==> src/rtl/lsu_pkg.sv <==
// Shared definitions for the load/store unit: funct3 codes, FSM states and access classification.
package lsu_pkg;

    localparam logic [2:0] F3_B  = 3'b000;
    localparam logic [2:0] F3_H  = 3'b001;
    localparam logic [2:0] F3_W  = 3'b010;
    localparam logic [2:0] F3_BU = 3'b100;
    localparam logic [2:0] F3_HU = 3'b101;

    typedef enum logic [1:0] {
        S_IDLE   = 2'd0,
        S_ACCESS = 2'd1,
        S_WRITE  = 2'd2
    } state_t;

    // Anything that is not a byte or halfword code is handled as a full word.
    function automatic logic is_subword(input logic [2:0] f3);
        return (f3 == F3_B) || (f3 == F3_BU) || (f3 == F3_H) || (f3 == F3_HU);
    endfunction

    function automatic logic is_illegal(input logic [2:0] f3, input logic [1:0] lo);
        case (f3)
            F3_B, F3_BU: return 1'b0;
            F3_H, F3_HU: return lo[0];
            F3_W:        return lo != 2'b00;
            default:     return 1'b1;
        endcase
    endfunction

endpackage

==> src/rtl/lsu_lane_align.sv <==
// Lane alignment: extracts/extends a load lane and merges a store lane into a memory word.
// Latency: combinational.
// Backpressure: none, pure function of its inputs.
module lsu_lane_align
    import lsu_pkg::*;
(
    input  logic [31:0] word,
    input  logic [1:0]  addr_lo,
    input  logic [2:0]  funct3,
    input  logic [31:0] wdata,
    output logic [31:0] load_data,
    output logic [31:0] merge_data
);

    logic [7:0]  byte_lane;
    logic [15:0] half_lane;

    always_comb begin
        case (addr_lo)
            2'd0:    byte_lane = word[7:0];
            2'd1:    byte_lane = word[15:8];
            2'd2:    byte_lane = word[23:16];
            default: byte_lane = word[31:24];
        endcase
        half_lane = addr_lo[1] ? word[31:16] : word[15:0];

        load_data  = word;
        merge_data = wdata;
        case (funct3)
            F3_B, F3_BU: begin
                load_data  = {{24{byte_lane[7] & (funct3 == F3_B)}}, byte_lane};
                merge_data = word;
                case (addr_lo)
                    2'd0:    merge_data[7:0]   = wdata[7:0];
                    2'd1:    merge_data[15:8]  = wdata[7:0];
                    2'd2:    merge_data[23:16] = wdata[7:0];
                    default: merge_data[31:24] = wdata[7:0];
                endcase
            end
            F3_H, F3_HU: begin
                load_data  = {{16{half_lane[15] & (funct3 == F3_H)}}, half_lane};
                merge_data = word;
                if (addr_lo[1]) merge_data[31:16] = wdata[15:0];
                else            merge_data[15:0]  = wdata[15:0];
            end
            default: begin
                load_data  = word;
                merge_data = wdata;
            end
        endcase
    end

endmodule

==> src/rtl/load_store_unit.sv <==
// Byte/half/word load-store front end for a word-only RAM; sub-word stores use read-modify-write.
// Latency: load and word store 2 cycles, sub-word store 3 cycles; LSU_MISALIGN_TRAP_EN adds err traps.
// Backpressure: req_ready only in IDLE; requests presented while busy are ignored, not queued.
module load_store_unit
    import lsu_pkg::*;
#(
    parameter int N = 8
) (
    input  logic         clk,
    input  logic         rst,
    input  logic         req_valid,
    output logic         req_ready,
    input  logic         req_we,
    input  logic [2:0]   req_funct3,
    input  logic [N-1:0] req_addr,
    input  logic [31:0]  req_wdata,
    output logic         done,
    output logic [31:0]  rdata,
    output logic         err,
    output logic [N-1:0] mem_addr,
    output logic [31:0]  mem_wd,
    output logic         mem_we,
    input  logic [31:0]  mem_rd
);

    state_t       state;
    logic         we_q;
    logic [2:0]   f3_q;
    logic [N-1:0] addr_q;
    logic [31:0]  wdata_q;
    logic [31:0]  merge_q;
    logic [31:0]  load_data;
    logic [31:0]  merge_data;
    logic         req_bad;
    logic         acc_bad;

`ifdef LSU_MISALIGN_TRAP_EN
    assign req_bad = is_illegal(req_funct3, req_addr[1:0]);
    assign acc_bad = is_illegal(f3_q, addr_q[1:0]);
`else
    assign req_bad = 1'b0;
    assign acc_bad = 1'b0;
`endif

    assign req_ready = (state == S_IDLE);
    assign mem_addr  = {addr_q[N-1:2], 2'b00};
    assign mem_wd    = (state == S_WRITE) ? merge_q : wdata_q;

    lsu_lane_align u_align (
        .word       (mem_rd),
        .addr_lo    (addr_q[1:0]),
        .funct3     (f3_q),
        .wdata      (wdata_q),
        .load_data  (load_data),
        .merge_data (merge_data)
    );

    always_ff @(posedge clk or posedge rst) begin
        if (rst) begin
            state   <= S_IDLE;
            we_q    <= 1'b0;
            f3_q    <= 3'b000;
            addr_q  <= '0;
            wdata_q <= 32'h0;
            merge_q <= 32'h0;
            done    <= 1'b0;
            rdata   <= 32'h0;
            err     <= 1'b0;
            mem_we  <= 1'b0;
        end else begin
            done   <= 1'b0;
            mem_we <= 1'b0;
            case (state)
                S_IDLE: begin
                    if (req_valid) begin
                        we_q    <= req_we;
                        f3_q    <= req_funct3;
                        addr_q  <= req_addr;
                        wdata_q <= req_wdata;
                        state   <= S_ACCESS;
                        // Word stores write during ACCESS, so the strobe is raised at accept.
                        if (req_we && !is_subword(req_funct3) && !req_bad)
                            mem_we <= 1'b1;
                    end
                end
                S_ACCESS: begin
                    if (acc_bad) begin
                        done  <= 1'b1;
                        err   <= 1'b1;
                        state <= S_IDLE;
                    end else if (!we_q) begin
                        rdata <= load_data;
                        done  <= 1'b1;
                        err   <= 1'b0;
                        state <= S_IDLE;
                    end else if (!is_subword(f3_q)) begin
                        done  <= 1'b1;
                        err   <= 1'b0;
                        state <= S_IDLE;
                    end else begin
                        merge_q <= merge_data;
                        mem_we  <= 1'b1;
                        state   <= S_WRITE;
                    end
                end
                S_WRITE: begin
                    done  <= 1'b1;
                    err   <= 1'b0;
                    state <= S_IDLE;
                end
                default: state <= S_IDLE;
            endcase
        end
    end

endmodule

==> config.mk <==
export PLATFORM = sky130hd
export DESIGN_NAME = load_store_unit
export DESIGN_NICKNAME = d
export VERILOG_FILES = /design/src/rtl/lsu_pkg.sv /design/src/rtl/lsu_lane_align.sv /design/src/rtl/load_store_unit.sv
export SDC_FILE = /design/constraint.sdc
export NUM_CORES = 1
export LEC_CHECK = 0
export CORE_MARGIN = 4
export CORE_UTILIZATION = 51
export CTS_CLUSTER_DIAMETER = 80
export DETAILED_ROUTE_END_ITERATION = 10
export PLACE_DENSITY = 0.92
export RECOVER_POWER = 25
export SLEW_MARGIN = 20
export SYNTH_ARGS = -nofsm -noshare
export SYNTH_HDL_FRONTEND = slang
export SYNTH_HIERARCHICAL = 1
export SYNTH_SLANG_ARGS = --single-unit
==> constraint.sdc <==
create_clock -name clk -period 4 [get_ports clk]
set_input_delay 0.6 -clock clk [delete_from_list [all_inputs] [get_ports clk]]
set_output_delay 0.6 -clock clk [all_outputs]
set_load 0.02 [all_outputs]
==> impl_metrics.csv <==
group,metric,value,unit
timing,finalCritPeriodShare,0.793,
finish,final_layout_size_suffix_gt1_frac,0.299,
synthesis,synth.avg_cell_area,12.5,um2
flow_run,max-cap-violations,1,
timing,fin_setup_tns,0,ns
global_routing,antenna_found_initial,0,
finish,design_area,8290,um2
global_routing,grt_pass1_wl,27600,um
critical_path,reg2reg_capture_point,"merge_q[24]",
timing,final_max_slew_viol_count,69,
synthesis,post-synth-top-area-fraction,0.431,
clock_network,h-tree-depth,3,
timing,worst_hold_margin,0.508,ns
synthesis,asyncSetResetFlopFracSynth,1.00,
clock_network,cts-buffers-inserted,9,
critical_path,r2r_setup_slack,1.19,ns
clock_network,cts_post_setup_buffers_inserted,0,
global_routing,global_route.overflow_total,0,
synthesis,post-synth-top-count-cell,"sky130_fd_sc_hd__mux2_2",
clock_network,cts_hold_buffers,0,
drt,wl,17500,um
power_and_ir_drop,comb_power_share,0.567,
critical_path,critical_path.cell_chain,"inv_1, ha_1, buf_12, mux2_2, clkdlybuf4s50_1",
placed_design,placedInstanceArea,7970,um2
timing,actual_slew_at_the_worst_max_slew_pin,2.71,ns
power_and_ir_drop,cell_internal_pwr,4620,uW
synthesis,synth.cell_area,6500,um2
timing,final.min_clock_period,3.17,ns
global_routing,global_route.usage.met2,0.378,
timing,timing.final.hold_violations,0,
floorplanning,floorplan.die.width,121,um
critical_path,end_kind,"primary output",
critical_path,worst-path-max-fanout,22,
timing,rsz_0062_raised_after_global_routing,"false",
global_routing,globalRouteMet3Util,0.0583,
critical_path,timing.critical_path.from_type,"register",
global_routing,via_count_of_the_first_global_routing_pass,4836,
synthesis,ys_warn_count,6,
placed_design,buffer_ports.inserted,151,
drt,firstDrtPassIters,5,
drt,drc_errors,0,
floorplanning,initial_core_util,0.530,
placed_design,hpwl,12800,um
global_routing,busiest_layer,"met2",
drt,post_drt_via_cell_ratio,5.87,
synthesis,dominantRegCellSynth,"sky130_fd_sc_hd__dfrtp_1",
global_routing,track_usage,0.244,
timing,relSlewSlack,-0.809,
power_and_ir_drop,p_seq_frac,0.304,
power_and_ir_drop,vdd_drop_max,454,uV
drt,vias,4779,
timing,number_of_endpoints_failing_setup_at_the_final_stage,0,
critical_path,data_arrival_critical_path,2.57,ns
power_and_ir_drop,power.switching,3020,uW
synthesis,synth_cell_types,45,
floorplanning,design.portCount,155,
hold_path,worstHoldPathType,"register to register",
synthesis,ys_seq_elements,112,
global_routing,grt.met1_usage,0.347,
timing,timing.clock.skew,0.00735,ns
hold_path,worstHoldStart,"addr_q[5]",
clock_network,cts.reportedPaths.clkPinSlew,0.07,ns
synthesis,synth-edff-count,0,
clock_network,cts_repair_resize_count,0,
finish,finalNetCount,723,
global_routing,grt_max_degree,70,
clock_network,tritoncts,"done",
critical_path,crit_path_max_incr_delay,0.55,ns
critical_path,r2r-start,"f3_q[1]",
critical_path,endpoint_required_time_on_the_critical_path,3.40,ns
clock_network,cts.root.buffer_cell,"sky130_fd_sc_hd__clkbuf_16",
floorplanning,core_area,12300,um2
clock_network,worst_skew_pair.late_latency,0.36,ns
finish,diodes,0,
synthesis,yosysTopAreaCell,"sky130_fd_sc_hd__dfrtp_1",
drt,route.antenna.remaining_nets,0,
critical_path,cpMaxStageDelayCell,"sky130_fd_sc_hd__ha_1",
synthesis,syn-instance-count,518,
power_and_ir_drop,switching_share,0.395,
power_and_ir_drop,post-layout-total-power,7630,uW
critical_path,reg2reg_depth,4,
run_status,failing_checks,"max-capacitance violations, max-slew violations",
drt,drt_first_iter_violations,592,
power_and_ir_drop,clockPowerShare,0.128,
run_status,outcome,"complete, but fails checks",
power_and_ir_drop,power_per_cell_area,921,nW/um2
floorplanning,floorplan.rows,40,
critical_path,worstSetupPathType,"register to primary output",
timing,max_clock_freq,0.315,GHz
synthesis,cell_types_with_the_largest_area_share_after_synthesis,"sky130_fd_sc_hd__dfrtp_1 (43%), sky130_fd_sc_hd__mux2_2 (20%), sky130_fd_sc_hd__mux2_4 (7.4%), sky130_fd_sc_hd__mux2i_1 (5.7%), sky130_fd_sc_hd__nand2_1 (2.5%)",
clock_network,cts.sink_count,112,
power_and_ir_drop,leakage_dissipation,0.00359,uW
drt,avgRoutedWirePerCell,21.5,um
clock_network,clk_path_buf_depth,2,
floorplanning,die_height,121,um
hold_path,hold-path-cell-count,1,
synthesis,commonest_cells_in_the_netlist,"sky130_fd_sc_hd__mux2_2 (116), sky130_fd_sc_hd__dfrtp_1 (112), sky130_fd_sc_hd__nand2_1 (44), sky130_fd_sc_hd__mux2i_1 (37), sky130_fd_sc_hd__mux2_4 (32)",
floorplanning,dieArea,14600,um2
hold_path,holdPathEnd,"addr_q[5]",
placed_design,gp_congestion,0.909,
finish,areaGrowthSynthToFinish,27.5,%
finish,final.fill_count,890,
synthesis,sequential_element_share_of_the_synthesized_area,0.431,
-- sequential cells by signal, summed over array words and instances (netlist names) --
name and cells:
merge_q 32, rdata 32, wdata_q 32, addr_q 8, f3_q 3, state 2, done 1, mem_we 1
we_q 1
-- worst max-delay path: cells and delay by family (launching register included) --
family / cells / cell delay [ns]
DFF: 1 / 0.40
buffers and inverters: 3 / 0.89
adders and majority gates: 1 / 0.55
muxes: 1 / 0.36
-- cell families (layout without fill, tap and decap cells) --
family	after synthesis	count (layout)	share of synthesized area
AOI/OAI and AO/OA	70	70	0.0926
adders and majority gates	3	3	0.00578
buffers and inverters	61	187	0.0610
DFF	112	112	0.431
muxes	189	189	0.346
other	1	3	0.000577
and+or+nand+nor	82	82	0.0631
-- layout by cell type, fill, tap and decap left out, types with 3 or more instances in the layout --
master                              n
sky130_fd_sc_hd__a221o_1            8
sky130_fd_sc_hd__o21ai_0            9
sky130_fd_sc_hd__clkbuf_16          9
sky130_fd_sc_hd__buf_4              4
sky130_fd_sc_hd__a2bb2oi_1          3
sky130_fd_sc_hd__o32ai_1            4
sky130_fd_sc_hd__mux2_2           116
sky130_fd_sc_hd__a21oi_1            3
sky130_fd_sc_hd__ha_1               3
sky130_fd_sc_hd__o221ai_1          16
sky130_fd_sc_hd__a22o_1             7
sky130_fd_sc_hd__clkdlybuf4s50_1  151
sky130_fd_sc_hd__a222oi_1           6
sky130_fd_sc_hd__a22oi_1            5
sky130_fd_sc_hd__nor2b_1            5
sky130_fd_sc_hd__mux4_2             4
sky130_fd_sc_hd__mux2_4            32
sky130_fd_sc_hd__conb_1             3
sky130_fd_sc_hd__dfrtp_1          112
sky130_fd_sc_hd__mux2i_1           37
sky130_fd_sc_hd__nand2_2           10
sky130_fd_sc_hd__inv_1             14
sky130_fd_sc_hd__nor2_1            11
sky130_fd_sc_hd__nand2_1           44
-- worst max-delay path by stage --
stage | from | to | slack, ns | depth (start not counted)
after detailed placement | state[0] | mem_wd[15] | 1.21 | 5
final | state[0] | mem_wd[18] | 0.83 | 5
after global routing | rst | merge_q[3] | 0.38 | 2
after CTS | state[0] | mem_wd[15] | 0.82 | 5
after global placement | state[0] | mem_wd[16] | 1.30 | 5
after floorplan | rst | addr_q[0] | 0.44 | 1
-- power by group through the flow --
| stage | Sequential (uW) | Clock, uW | Combinational, uW |
|---|---|---|---|
| final | 2320 | 980 | 4330 |
| after global routing | 2400 | 1040 | 4620 |
| after CTS | 2310 | 992 | 4340 |
| after detailed placement | 2330 | 0 | 4320 |
| after global placement | 2310 | 0 | 4200 |
| after floorplan | 2220 | 0 | 3070 |
-- routing by layer --
layer / up-vias / share of wire
met4: 0 / 0.014
met5: - / 0
li1: 2145 / -
met3: 19 / 0.085
met2: 237 / 0.47
met1: 2378 / 0.43
-- area by class of cell --
cell class / count / area (um2) / area share
Inverter: 14 / 52.6 / 0.00634
Sequential cell: 112 / 2800 / 0.338
Clock inverter: 7 / 95.1 / 0.0115
Clock buffer: 9 / 225 / 0.0272
Tap cell: 168 / 210 / 0.0254
Timing Repair Buffer: 157 / 1580 / 0.191
Multi-Input combinational cell: 347 / 3320 / 0.401
-- metrics by stage --
step | utilization | instances | worst slack [ns]
final | 0.676 | 814 | 0.827
after global routing | 0.676 | 814 | 0.381
after CTS | 0.676 | 814 | 0.824
after detailed placement | 0.650 | 798 | 1.21
after global placement | 0.650 | 798 | 1.30
after floorplan | - | 520 | 0.441
(Power assumes the default switching activity.)
